## src/rtl/core_boot_sequencer.sv

```systemverilog
// core_boot_sequencer: boot/run controller for the single-cycle core.
// Loads IMEM words, register preloads and the PC start address over a
// valid/ready command stream. It then releases setup, watches for the halt
// opcode, counts run cycles and reports done.
// Optional feature: define CORE_BOOT_TIMEOUT_EN to end runs at MAX_RUN_CYCLES.
module core_boot_sequencer #(
    parameter logic [31:0] HALT_INSTR     = 32'h00100073,
    parameter int          CNT_W          = 16,
    parameter int          MAX_RUN_CYCLES = 1024
) (
    input  logic             clk,
    input  logic             rst,
    input  logic             i_cmd_valid,
    output logic             o_cmd_ready,
    input  logic [1:0]       i_cmd_type,
    input  logic [31:0]      i_cmd_addr,
    input  logic [31:0]      i_cmd_data,
    input  logic             i_clear,
    input  logic [31:0]      i_core_inst,
    output logic             o_core_rst_n,
    output logic             o_setup,
    output logic [31:0]      o_inst_mem_addr,
    output logic [31:0]      o_inst_mem_data,
    output logic [4:0]       o_load_reg_addr,
    output logic [31:0]      o_load_reg_data,
    output logic [31:0]      o_start_addr,
    output logic             o_running,
    output logic             o_done,
    output logic             o_timeout,
    output logic [CNT_W-1:0] o_cycle_count
);

    typedef enum logic [1:0] {IDLE, LOAD, RUN, DONE} state_t;

    localparam logic [1:0]       CMD_IMEM  = 2'd0;
    localparam logic [1:0]       CMD_REG   = 2'd1;
    localparam logic [1:0]       CMD_START = 2'd2;
    localparam logic [CNT_W-1:0] CNT_SAT   = '1;

    state_t           state;
    logic             accept;
    logic             halt_seen;
    logic             limit_hit;
    logic [CNT_W-1:0] count_inc;

    // Handshake and status flags decode directly from state.
    assign o_cmd_ready = (state == IDLE) || (state == LOAD);
    assign o_running   = (state == RUN);
    assign o_done      = (state == DONE);
    assign accept      = i_cmd_valid & o_cmd_ready;
    assign halt_seen   = (i_core_inst == HALT_INSTR);
    assign count_inc   = (o_cycle_count == CNT_SAT) ? o_cycle_count : o_cycle_count + 1'b1;

`ifdef CORE_BOOT_TIMEOUT_EN
    localparam logic [CNT_W-1:0] LIMIT_M1 = CNT_W'(MAX_RUN_CYCLES - 1);
    // Limit fires on the cycle whose increment would land on MAX_RUN_CYCLES.
    assign limit_hit = (o_cycle_count == LIMIT_M1);
`else
    logic unused_max_run;
    assign unused_max_run = (MAX_RUN_CYCLES != 0);
    // No run limit: o_timeout is never set and stays at its reset value of 0.
    assign limit_hit = 1'b0;
`endif

    // Sequencer FSM and all registered core-side outputs.
    always_ff @(posedge clk or posedge rst) begin
        if (rst) begin
            state           <= IDLE;
            o_core_rst_n    <= 1'b0;
            o_setup         <= 1'b1;
            o_inst_mem_addr <= '0;
            o_inst_mem_data <= '0;
            o_load_reg_addr <= '0;
            o_load_reg_data <= '0;
            o_start_addr    <= '0;
            o_timeout       <= 1'b0;
            o_cycle_count   <= '0;
        end else begin
            case (state)
                IDLE, LOAD: begin
                    // The first accept out of IDLE both enters LOAD and executes the command.
                    if (accept) begin
                        state        <= LOAD;
                        o_core_rst_n <= 1'b1;
                        case (i_cmd_type)
                            CMD_IMEM: begin
                                o_inst_mem_addr <= i_cmd_addr;
                                o_inst_mem_data <= i_cmd_data;
                            end
                            CMD_REG: begin
                                o_load_reg_addr <= i_cmd_addr[4:0];
                                o_load_reg_data <= i_cmd_data;
                            end
                            CMD_START: begin
                                o_start_addr  <= i_cmd_data;
                                o_cycle_count <= '0;
                                o_timeout     <= 1'b0;
                                o_setup       <= 1'b0;
                                state         <= RUN;
                            end
                            default: ; // reserved type: consumed, no effect
                        endcase
                    end
                end
                RUN: begin
                    // Clear beats halt; otherwise the halt cycle itself is counted.
                    if (i_clear) begin
                        state        <= IDLE;
                        o_core_rst_n <= 1'b0;
                        o_setup      <= 1'b1;
                    end else begin
                        o_cycle_count <= count_inc;
                        if (halt_seen) begin
                            state <= DONE;
                        end else if (limit_hit) begin
                            state     <= DONE;
                            o_timeout <= 1'b1;
                        end
                    end
                end
                DONE: begin
                    // Count, timeout and data outputs stay frozen; only the core goes back to reset.
                    if (i_clear) begin
                        state        <= IDLE;
                        o_core_rst_n <= 1'b0;
                        o_setup      <= 1'b1;
                    end
                end
                default: state <= IDLE;
            endcase
        end
    end

endmodule

```

## config.mk

```make
export PLATFORM = sky130hd
export DESIGN_NAME = core_boot_sequencer
export DESIGN_NICKNAME = d
export VERILOG_FILES = /design/src/rtl/core_boot_sequencer.sv
export SDC_FILE = /design/constraint.sdc
export NUM_CORES = 1
export LEC_CHECK = 0
export CAP_MARGIN = 0
export CELL_PAD_IN_SITES_DETAIL_PLACEMENT = 0
export CELL_PAD_IN_SITES_GLOBAL_PLACEMENT = 1
export CORE_ASPECT_RATIO = 0.9
export CORE_MARGIN = 5
export CORE_UTILIZATION = 33
export DETAILED_ROUTE_END_ITERATION = 10
export HOLD_SLACK_MARGIN = 0.02
export PLACE_DENSITY_LB_ADDON = 0.1
export SETUP_SLACK_MARGIN = 0.15
export SYNTH_ARGS = -nofsm -noshare
export SYNTH_HDL_FRONTEND = slang
export SYNTH_SLANG_ARGS = --single-unit
```

## constraint.sdc

```tcl
create_clock -name clk -period 5.6 [get_ports clk]
set_input_delay 0.56 -clock clk [delete_from_list [all_inputs] [get_ports clk]]
set_output_delay 0.56 -clock clk [all_outputs]
set_load 0.05 [all_outputs]
```

==> flow_summary.toml <==
[status]
status = "finished clean"

[cells_and_area]
final_nets = 847
nFillCells = 1635
syn_to_final_growth_pct = 55.5
multi_input_area_sq_um = 2220
utilization = 0.521
antenna_cells = 0
design_area_sq_um = 9550
layout_common_cells = "clkdlybuf4s50_1, dfrtp_1, nand2_1, mux2_2, clkbuf_16"
ff_latch_area_sq_um = 3830
final_common_cell = "clkdlybuf4s50_1"
drive_gt1_frac = 0.194

[clock_tree]
clock_path_buffers = 2
clock-sinks = 153
cts.clk_slew.worst_paths_ns = 0.07
cts_root_buffer = "clkbuf_16"
cts-resized-gates = 0
post_cts.repair.setup_buffers = 0
numCtsBuffers = 17
h-tree-depth = 4
cts_tree = "yes"
hold_buffers = 0
clk_latency_ns = 0.41

[worst_setup_path]
cp_max_fo = 47
slowest_stage = "and4bb_2"
slowest_delay_ns = 1.00
r2r_end = "o_cycle_count[14]"
crit_path_start_kind = "input pin"
crit_chain = "clkdlybuf4s50_1 > and4bb_2 > nor2_1 > or4_1 > xor2_1 > nor2_1"
required_ns = 5.86
crit_type = "in -> reg"
crit_start = "i_cmd_valid"
timing.rr.start = "state[1]"
crit_buf_inv = 1
reg2reg_setup_slack_ns = 2.77
worstSetupEndpointType = "flip-flop"
cp.arrival_ns = 3.19
critPathTopFamily = "simple AND/OR/NAND/NOR gates"
r2r_cells = 5
crit_path_frequent_cell = "nor2_1"

[hold_path]
whs_path_depth = 2
min_path_type = "reg -> reg"
min_to = "o_start_addr[5]"
hold_start = "o_start_addr[5]"

[route]
routed_wl_mm = 17.9
drc_errors = 0
viasPerCell = 4.68
drt_iter0_drc = 164
wl_per_cell_um = 17.9
first_pass_iters = 4
ant_nets = 0
num_vias = 4685

[synthesis]
yosysWarningCount = 0
synth_edf_count = 0
ys_seq_elements = 153
seq_area_frac_synth = 0.623
syn_nets = 590
synth_top_flop_cell = "dfrtp_1"
async_reset_ff_frac = 1.00
syn_avg_cell_area_sq_um = 12.6
synth.cell_area_sq_um = 6150
synth_cells = 487
synth_cell_types = 44

[sta]
setup-tns-final_ns = 0
relSlewSlack = 0.283
slew_viol_final = 0
setup_viol = 0
fin_skew_ns = 0.0112
fmax_mhz = 342
hold_viol = 0
fin_crit_ns = 2.92
min_period_over_period = 0.522
grt_setup_unrepaired = "false"
worstMarginPinSlew_ns = 1.08

[flow_run]
drv_cap = 0

[die]
die_w_um = 154
rows = 47
die_h_um = 139
initial_core_util = 0.335
die-area_sq_um = 21500
io_pins = 257
placeableCoreArea_sq_um = 18300

[global_routing]
grt_pass1_vias = 5110
track_usage = 0.167
grt_max_degree = 111
grt_overflow_total = 0
grt_pass1_wl_mm = 28.7
grt_antenna_before_repair = 0

[placed_design]
port_buffers = 255
gp_congestion = 0.892
hpwl_mm = 13.2
placed_cell_area_sq_um = 8970

[pwr]
p_leak_nw = 4.03
vdd_drop_max_uv = 295
power_density_nw_per_um2 = 543
[how the worst max path moves through the flow]
stage	to	slack (ns)	depth (start not counted)
after detailed placement	o_cycle_count[14]	2.18	6
after CTS	o_cycle_count[9]	2.62	6
after global routing	o_cycle_count[9]	2.38	6
final	o_cycle_count[14]	2.68	6
after floorplan	o_core_rst_n	0.92	1
after global placement	o_cycle_count[14]	2.23	6
[report_power, final]
part | total [mW] | switching [mW] | leakage [nW] | internal [mW]
combinational | 2.41 | 1.57 | 1.88 | 0.842
sequential | 1.64 | 0.199 | 1.86 | 1.44
clock | 1.14 | 0.478 | 0.287 | 0.665
total | 5.19 | 2.24 | 4.03 | 2.95
[cells in the mapped netlist (all sizes together), types with 2 or more instances]
master  instances  share of area
dfrtp         152           0.62
nand2         113          0.069
mux2          101           0.19
nor2           16         0.0098
buf            12          0.011
clkbuf         10         0.0061
o21ai          10         0.0081
nor3            9         0.0073
nand3           6         0.0049
inv             5         0.0031
or3             4         0.0049
xnor2           4         0.0057
a211oi          3         0.0037
a21oi           3         0.0024
nand4           3         0.0055
nor4            3         0.0031
nor4b           3         0.0043
xor2            3         0.0043
mux2i           2         0.0033
nor4bb          2         0.0033
o31ai           2         0.0024
or4             2         0.0024
[registers in the layout, indices dropped and copies added (netlist names)]
register,flops
o_load_reg_data,32
o_inst_mem_addr,32
o_cycle_count,16
o_core_rst_n,1
o_load_reg_addr,5
state,2
o_setup,1
o_start_addr,32
o_inst_mem_data,32
[area by class of cell]
cell class	count	area share
flip-flops and latches	153	0.401
repair buffers	260	0.271
multi-input cells	307	0.232
clock buffers	17	0.0445
well taps	245	0.0321
clock inverters	15	0.0170
inverters	5	0.00249
[per-layer routing]
layer	GRT usage	vias up	wire [um]
met5	0	-	0
met4	0.0409	0	154
met3	0.0785	13	1790
met2	0.281	179	8670
met1	0.196	2304	7280
li1	-	2189	-
[stage by stage]
step | instances | setup WS [ns] | hold WS [ns] | total power, mW
global route | 1002 | 2.38 | 0.499 | 5.42
floorplan | 487 | 0.920 | 0.625 | 3.17
CTS | 1002 | 2.62 | 0.478 | 5.26
global placement | 970 | 2.23 | 0.458 | 4.07
finish | 1002 | 2.68 | 0.472 | 5.19
detailed placement | 970 | 2.18 | 0.462 | 4.09
[tightest hold or removal path: stages, from the launching register on]
cell	delay [ns]
dfrtp_1	0.34
nand2_1	0.05
nand2_1	0.05
[cell families after synthesis]
group           after synthesis  synth area share
xor+xnor                      7           0.00998
fa+ha+maj                     1           0.00204
compound gates               27            0.0316
other cells                   1          0.000610
simple gates                168             0.125
buf+inv                      27            0.0197
flops                       153             0.623
mux                         103             0.188
No activity file was read; power rests on OpenSTA's default activity.
